**src/rtl/pc_fetch_ctrl_pkg.sv**
```systemverilog
// Shared types and constants for the instruction-fetch controller.
package pc_fetch_ctrl_pkg;

   localparam int unsigned XLEN  = 32;
   localparam int unsigned IMM_W = 26;

   localparam logic [XLEN-1:0] RESET_PC_DEF   = 32'h0000_3000;
   localparam logic [XLEN-1:0] EXC_VECTOR_DEF = 32'h0000_4180;

   // Next-PC select encodings shared with the EX-stage control
   typedef enum logic [1:0] {
      NPC_PLUS4  = 2'd0,
      NPC_BRANCH = 2'd1,
      NPC_JUMP   = 2'd2,
      NPC_JR     = 2'd3
   } npc_op_e;

   typedef enum logic [1:0] {
      IDLE  = 2'd0,
      REQ   = 2'd1,
      HOLD  = 2'd2,
      DRAIN = 2'd3
   } fetch_state_e;

   // Fetched instruction with its address, as handed to IF/ID
   typedef struct packed {
      logic [XLEN-1:0] pc;
      logic [XLEN-1:0] instr;
   } fetch_pkt_t;

endpackage

```
**src/rtl/pc_target_calc.sv**
```systemverilog
// Combinational redirect target computation.
// Ports: op_i/pc_i/imm_i/rs_i describe the redirecting instruction;
//        tgt_c_o is the computed target, misalign_c_o flags tgt[1:0] != 0.
module pc_target_calc
   import pc_fetch_ctrl_pkg::*;
(
   input  npc_op_e          op_i,
   input  logic [XLEN-1:0]  pc_i,
   input  logic [IMM_W-1:0] imm_i,
   input  logic [XLEN-1:0]  rs_i,
   output logic [XLEN-1:0]  tgt_c_o,
   output logic             misalign_c_o
);

   logic [XLEN-1:0] p4;
   logic [XLEN-1:0] br_off;

   assign p4     = pc_i + XLEN'(4);
   assign br_off = {{14{imm_i[15]}}, imm_i[15:0], 2'b00};

   always_comb begin
      tgt_c_o = p4;
      case (op_i)
         NPC_BRANCH: tgt_c_o = p4 + br_off;
         NPC_JUMP:   tgt_c_o = {p4[31:28], imm_i, 2'b00};
         NPC_JR:     tgt_c_o = rs_i;
         default:    tgt_c_o = p4;
      endcase
   end

   assign misalign_c_o = |tgt_c_o[1:0];

endmodule

```
**src/rtl/pc_fetch_ctrl.sv**
```systemverilog
// PC owner and instruction-fetch sequencer.
// Ports: clk/rst (async active-low); stall_i, redir_*_i, exc_i from the
//        pipeline; imem_req_o/imem_addr_o/imem_ack_i/imem_rdata_i memory
//        handshake; if_valid_o/if_pc_o/if_instr_o to IF/ID; flush_o and
//        misalign_o one-cycle pulses on a control transfer.
module pc_fetch_ctrl
   import pc_fetch_ctrl_pkg::*;
#(
   parameter logic [XLEN-1:0] RESET_PC   = RESET_PC_DEF,
   parameter logic [XLEN-1:0] EXC_VECTOR = EXC_VECTOR_DEF
) (
   input  logic             clk,
   input  logic             rst,
   input  logic             stall_i,
   input  logic             redir_valid_i,
   input  logic [1:0]       redir_op_i,
   input  logic [XLEN-1:0]  redir_pc_i,
   input  logic [IMM_W-1:0] redir_imm_i,
   input  logic [XLEN-1:0]  redir_rs_i,
   input  logic             exc_i,
   output logic             imem_req_o,
   output logic [XLEN-1:0]  imem_addr_o,
   input  logic             imem_ack_i,
   input  logic [XLEN-1:0]  imem_rdata_i,
   output logic             if_valid_o,
   output logic [XLEN-1:0]  if_pc_o,
   output logic [XLEN-1:0]  if_instr_o,
   output logic             flush_o,
   output logic             misalign_o
);

   fetch_state_e    state_q, state_d;
   logic [XLEN-1:0] pc_q, pc_d;
   logic            req_q, req_d;
   logic [XLEN-1:0] addr_q, addr_d;
   logic            if_valid_q, if_valid_d;
   fetch_pkt_t      if_pkt_q, if_pkt_d;
   logic            skid_valid_q, skid_valid_d;
   fetch_pkt_t      skid_pkt_q, skid_pkt_d;
   logic            flush_q, flush_d;
   logic            misalign_q, misalign_d;

   logic [XLEN-1:0] calc_tgt_c;
   logic            calc_mis_c;
   logic            kill_c;
   logic            ack_c;
   logic [XLEN-1:0] kill_tgt_c;
   fetch_pkt_t      ack_pkt_c;

   pc_target_calc u_target (
      .op_i         (npc_op_e'(redir_op_i)),
      .pc_i         (redir_pc_i),
      .imm_i        (redir_imm_i),
      .rs_i         (redir_rs_i),
      .tgt_c_o      (calc_tgt_c),
      .misalign_c_o (calc_mis_c)
   );

   assign kill_c    = exc_i | redir_valid_i;
   assign ack_c     = req_q & imem_ack_i;
   assign ack_pkt_c = '{pc: addr_q, instr: imem_rdata_i};
   // Exceptions and misaligned redirects both land on the vector
   assign kill_tgt_c = (exc_i || calc_mis_c) ? EXC_VECTOR : calc_tgt_c;

   // State register
   always_ff @(posedge clk or negedge rst) begin
      if (!rst) begin
         state_q      <= IDLE;
         pc_q         <= RESET_PC;
         req_q        <= 1'b0;
         addr_q       <= RESET_PC;
         if_valid_q   <= 1'b0;
         if_pkt_q     <= '0;
         skid_valid_q <= 1'b0;
         skid_pkt_q   <= '0;
         flush_q      <= 1'b0;
         misalign_q   <= 1'b0;
      end else begin
         state_q      <= state_d;
         pc_q         <= pc_d;
         req_q        <= req_d;
         addr_q       <= addr_d;
         if_valid_q   <= if_valid_d;
         if_pkt_q     <= if_pkt_d;
         skid_valid_q <= skid_valid_d;
         skid_pkt_q   <= skid_pkt_d;
         flush_q      <= flush_d;
         misalign_q   <= misalign_d;
      end
   end

   // Next-state and output logic
   always_comb begin
      state_d      = state_q;
      pc_d         = pc_q;
      req_d        = req_q;
      addr_d       = addr_q;
      if_valid_d   = if_valid_q;
      if_pkt_d     = if_pkt_q;
      skid_valid_d = skid_valid_q;
      skid_pkt_d   = skid_pkt_q;
      flush_d      = 1'b0;
      misalign_d   = 1'b0;

      if (kill_c) begin
         flush_d      = 1'b1;
         misalign_d   = !exc_i && calc_mis_c;
         if_valid_d   = 1'b0;
         skid_valid_d = 1'b0;
         pc_d         = kill_tgt_c;
         // An unanswered request must complete before the new target goes out
         if (req_q && !imem_ack_i) begin
            state_d = DRAIN;
         end else begin
            state_d = REQ;
            req_d   = 1'b1;
            addr_d  = kill_tgt_c;
         end
      end else begin
         case (state_q)
            IDLE: begin
               state_d = REQ;
               req_d   = 1'b1;
               addr_d  = pc_q;
            end
            REQ: begin
               if (ack_c) begin
                  pc_d = pc_q + XLEN'(4);
                  if (stall_i) begin
                     // IF/ID is frozen: park the word and stop fetching
                     skid_valid_d = 1'b1;
                     skid_pkt_d   = ack_pkt_c;
                     req_d        = 1'b0;
                     state_d      = HOLD;
                  end else begin
                     if_valid_d = 1'b1;
                     if_pkt_d   = ack_pkt_c;
                     addr_d     = pc_q + XLEN'(4);
                  end
               end else if (!stall_i) begin
                  if_valid_d = 1'b0;
               end
            end
            HOLD: begin
               if (!stall_i) begin
                  if_valid_d   = skid_valid_q;
                  if_pkt_d     = skid_pkt_q;
                  skid_valid_d = 1'b0;
                  state_d      = REQ;
                  req_d        = 1'b1;
                  addr_d       = pc_q;
               end
            end
            DRAIN: begin
               if_valid_d = 1'b0;
               // Drained word is dropped; pc_q already holds the saved target
               if (ack_c) begin
                  state_d = REQ;
                  addr_d  = pc_q;
               end
            end
            default: state_d = IDLE;
         endcase
      end
   end

   assign imem_req_o  = req_q;
   assign imem_addr_o = addr_q;
   assign if_valid_o  = if_valid_q;
   assign if_pc_o     = if_pkt_q.pc;
   assign if_instr_o  = if_pkt_q.instr;
   assign flush_o     = flush_q;
   assign misalign_o  = misalign_q;

endmodule

```
**config.mk**
```make
export PLATFORM = sky130hd
export DESIGN_NAME = pc_fetch_ctrl
export DESIGN_NICKNAME = d
export VERILOG_FILES = /design/src/rtl/pc_fetch_ctrl_pkg.sv /design/src/rtl/pc_target_calc.sv /design/src/rtl/pc_fetch_ctrl.sv
export SDC_FILE = /design/constraint.sdc
export NUM_CORES = 1
export LEC_CHECK = 0
export CAP_MARGIN = 5
export CELL_PAD_IN_SITES_DETAIL_PLACEMENT = 1
export CELL_PAD_IN_SITES_GLOBAL_PLACEMENT = 2
export CORE_AREA = 2 2 247 151
export CTS_CLUSTER_DIAMETER = 30
export DETAILED_ROUTE_END_ITERATION = 10
export DIE_AREA = 0 0 249 153
export GPL_TIMING_DRIVEN = 0
export MAX_ROUTING_LAYER = met4
export PLACE_DENSITY = 0.89
export SYNTH_ARGS = -nofsm -noshare
export SYNTH_HDL_FRONTEND = slang
export SYNTH_SLANG_ARGS = --single-unit
```
**constraint.sdc**
```tcl
create_clock -name clk -period 4.8 [get_ports clk]
set_input_delay 0.96 -clock clk [delete_from_list [all_inputs] [get_ports clk]]
set_output_delay 0.96 -clock clk [all_outputs]
set_load 0.005 [all_outputs]
```
==> impl_results.md <==
- Result of the run: finished, final reports clean
- Synth area leaders: sky130_fd_sc_hd__dfrtp_1 39%, sky130_fd_sc_hd__mux2i_1 6.4%, sky130_fd_sc_hd__mux2_2 6.2%, sky130_fd_sc_hd__nand2_1 6.0%, sky130_fd_sc_hd__ha_1 4.4%
- CP max stage cell: sky130_fd_sc_hd__clkdlybuf4s50_1
- Flip-flop and latch count after synthesis: 199
- Tmin final: 4.67 ns
- Horizontal extent of the die: 249 um
- Inserted Clock Buffers: 17
- Worst IR drop on VDD: 0.280 mV
- Wire length on met3: 2130 um
- Worst hold path type: in2async
- Number of max-capacitance violations reported: 0
- Slack of the worst reg-to-reg path: 1.08 ns
- Final nets: 1760
- DP Cell Count: 2037
- Met2 Wirelength: 20200 um
- Type of origin of the critical path: input pin
- Cell depth of the worst flop-to-flop path: 7
- Kind of critical path: in2reg
- Detailed Route WL: 45600 um
- Total via count after detailed routing: 11400
- Number of pins exceeding their max-slew limit in the final report: 0
- Count of placed standard cells in the final layout, fillers left out: 2074
- Dominant cell type by count on the critical path: sky130_fd_sc_hd__and3_4
- Initial drt markers: 776
- Crit path DAT: 5.02 ns
- Total routing usage reported by global routing: 24.6%
- Post-Place Cell Area: 0.0153 mm^2
- H-tree levels: 4
- Clock insertion delay at the later pin of the skew report: 0.46 ns
- Area of all placed cells without fillers: 0.0163 mm^2
- Die footprint: 0.0381 mm^2
- Number of input and output port buffers inserted: 228
- EDFF count, synth: 0
- Final worst-path setup slack: 0.131 ns
- Crit path largest cell delay: 0.52 ns
- Uppermost layer routed: met4
- Sequential cell area fraction in the yosys report: 40.1%
- Worst slack at placement: -1.29 ns
- Total of endpoints with negative setup slack in the final report: 0
- Mean post-synth cell area: 9.32 um^2
- Series of cell instances along the critical path: clkdlybuf4s50_1 > and3_4 > and3_4 > and3_4 > nand2_1 > xnor2_1 > ha_1 > buf_4 > a211o_1 > o221ai_4 > or4_4 > o22ai_4 > nor4_4 > nor4b_4 > mux2i_2 > buf_4 > nand3_1 > o211a_1
- Tightest Pin Transition: 1.34 ns
- Worst setup EP type: flip-flop
- Critical path fanouts, max: 9
- DR pass1 iterations: 5
- Core Rows: 54
- Global-route wire length before repair: 70300 um
- Met1 wire length: 22800 um
- Final clock period utilization by the worst path: 97.3%
- Synth-to-layout area growth: 31.2%
- Routability congestion estimate: 0.914
- Async SR Flop Fraction: 100%
- Worst slew margin relative to its limit: 10.6%
- Clk_skew: 0.0142 ns
- Summed instance area of the synthesized netlist: 0.0124 mm^2
- Required time of the worst setup path: 5.15 ns
- Effective utilization at floorplan: 34.6%
- Initial antenna violation count: 0
- Gr ovfl total: 0
- Chip height: 153 um
- Remaining routing DRC violations: 0
- Gate Count Post-Synth: 1332
- Longest Clk Path Bufs: 2
- Via count of the first global-routing pass: 12000
- Count of clock tree sinks: 199
- Clk Tree Root Cell: sky130_fd_sc_hd__clkbuf_16
- Leakage: 0.00681 uW
- Pin count of the biggest net entering global routing: 104
- Power Total: 6070 uW
- Count of warnings emitted by yosys: 0
- Core ar.: 0.0359 mm^2
- Half-perimeter wire length after detailed placement: 35400 um
- Count of endpoints failing hold in the final timing report: 0
- Net count after synthesis: 1507
- Area share of the largest cell type after synthesis: 39.3%
- Timing-limited maximum frequency: 214 MHz
- Ant. Diodes: 0
- Count of distinct cell types in the synthesized netlist: 66
- CTS tree: yes
- Top_reg_cell synth: sky130_fd_sc_hd__dfrtp_1
- Clock-pin slew of the registers on the worst-case setup and hold paths: 0.08 ns
- Layout cells sized above 1: 11.4%
- Post-synthesis cell type with the largest combined area: sky130_fd_sc_hd__dfrtp_1
- Top-level I/O count: 230
- Per-cell via count in the routed design: 5.50
- Antenna violation net count after detailed routing: 0
- Mean routed wirelength per cell: 22.0 um
- Pwr dens: 372 mW/mm^2
- CTS Hold Bufs: 0
==> what timing repair did <==
action | 4_1_cts | 5_1_grt
cloned | 0 | 0
setup endpoints to repair | 16 | 17
hold endpoints to repair | 0 | 0
gates resized for setup | 15 | 50
setup buffers | 4 | 3
pin swaps | 6 | 11
==> where the power goes <==
group	switching, uW	total (uW)	internal [uW]
Combinational	920	2020	1100
Clock	707	1520	814
Sequential	343	2530	2180
==> flip-flops by register name, summed over array words and instances, names as in the netlist <==
signal	cells
skid_valid_q	1
if_instr_o	32
pc_q	32
imem_addr_o	32
state_q	2
imem_req_o	1
if_valid_o	1
flush_o	1
misalign_o	1
if_pc_o	32
skid_pkt_q	64
==> area by class of cell <==
class,instances,area (um^2)
buffer,74,290
clock buffer,19,453
clock inverter,13,158
fill,4086,19600
inverter,21,78.8
multi-input combinational,1036,7340
sequential,199,4980
tap,476,596
timing repair buffer,236,2390
==> metal layers <==
layer	global-route usage [%]	vias to the layer above
li1	-	5268
met1	35.5	5826
met2	36.8	273
met3	3.61	42
met4	4.82	0
met5	-	-
==> kinds of logic (layout without fill, tap and decap cells) <==
kind of cell,Yosys count,in the layout,synth area share (%)
XOR/XNOR,82,82,5.78
buffers and inverters,97,363,3.01
adder cells (fa/ha/maj),45,45,4.59
flip-flops,199,199,40.1
AO/OA/AOI/OAI,308,308,15.2
AND/OR/NAND/NOR,438,438,15.8
multiplexers,163,163,15.4
==> critical path: cells and delay by family <==
family | cells | cell delay, ns
and+or+nand+nor | 8 | 1.74
buffers and inverters | 3 | 0.84
AOI/OAI and AO/OA | 4 | 0.78
xor gates and xnor gates | 1 | 0.14
adders and majority gates | 1 | 0.28
muxes | 1 | 0.31
==> metrics by stage <==
step                      hold slack, ns  util (%)  setup TNS (ns)
final                              0.485      45.4               0
after global placement             0.467      42.6        -1188.79
after CTS                          0.493      44.7         -0.0140
after global routing               0.519      45.4         -0.0151
after floorplan                    0.444         -               0
after detailed placement           0.473      42.7          -18.42
==> layout by cell type, fill, tap and decap left out, types with 5 or more instances in the layout <==
cell                              synthesis  final
sky130_fd_sc_hd__a211oi_1                 7      7
sky130_fd_sc_hd__a21o_1                  22     21
sky130_fd_sc_hd__a21oi_1                 64     61
sky130_fd_sc_hd__a31oi_1                 36     36
sky130_fd_sc_hd__and2_1                   7      7
sky130_fd_sc_hd__and3_1                  32     28
sky130_fd_sc_hd__and4_1                   6      6
sky130_fd_sc_hd__buf_1                    7      7
sky130_fd_sc_hd__buf_4                    1      8
sky130_fd_sc_hd__clkbuf_1                63     61
sky130_fd_sc_hd__clkbuf_16                0     17
sky130_fd_sc_hd__clkdlybuf4s50_1          0    215
sky130_fd_sc_hd__dfrtp_1                195    195
sky130_fd_sc_hd__dlymetal6s2s_1           0     11
sky130_fd_sc_hd__ha_1                    44     37
sky130_fd_sc_hd__inv_1                   20     20
sky130_fd_sc_hd__mux2_2                  68     68
sky130_fd_sc_hd__mux2i_1                 79     78
sky130_fd_sc_hd__mux4_2                  16     16
sky130_fd_sc_hd__nand2_1                197    195
sky130_fd_sc_hd__nand2b_1                 6      6
sky130_fd_sc_hd__nand3_1                 34     33
sky130_fd_sc_hd__nand4_1                 17     17
sky130_fd_sc_hd__nor2_1                 100     98
sky130_fd_sc_hd__nor3_1                  17     13
sky130_fd_sc_hd__o211ai_1                10     10
sky130_fd_sc_hd__o21a_1                  12     12
sky130_fd_sc_hd__o21ai_0                109    108
sky130_fd_sc_hd__o21bai_1                 5      5
sky130_fd_sc_hd__o31ai_1                  6      5
sky130_fd_sc_hd__xnor2_1                 55     54
sky130_fd_sc_hd__xor2_1                  27     27
==> Yosys cell counts (10+ instances only) <==
cell type,n
sky130_fd_sc_hd__nand2_1,197
sky130_fd_sc_hd__dfrtp_1,195
sky130_fd_sc_hd__o21ai_0,109
sky130_fd_sc_hd__nor2_1,100
sky130_fd_sc_hd__mux2i_1,79
sky130_fd_sc_hd__mux2_2,68
sky130_fd_sc_hd__a21oi_1,64
sky130_fd_sc_hd__clkbuf_1,63
sky130_fd_sc_hd__xnor2_1,55
sky130_fd_sc_hd__ha_1,44
sky130_fd_sc_hd__a31oi_1,36
sky130_fd_sc_hd__nand3_1,34
sky130_fd_sc_hd__and3_1,32
sky130_fd_sc_hd__xor2_1,27
sky130_fd_sc_hd__a21o_1,22
sky130_fd_sc_hd__inv_1,20
sky130_fd_sc_hd__nand4_1,17
sky130_fd_sc_hd__nor3_1,17
sky130_fd_sc_hd__mux4_2,16
sky130_fd_sc_hd__o21a_1,12
sky130_fd_sc_hd__o211ai_1,10
==> path summary, 6_finish.rpt <==
kind	start	to
max	redir_pc_i[13]	pc_q[31]
min	rst	skid_pkt_q[62]
max reg2reg	state_q[1]	imem_addr_o[29]
min reg2reg	if_pc_o[19]	if_pc_o[19]
max in group asynchronous	rst	skid_pkt_q[34]
min in group clk	if_pc_o[19]	if_pc_o[19]
Note: power is estimated with default switching activity, not from simulation.
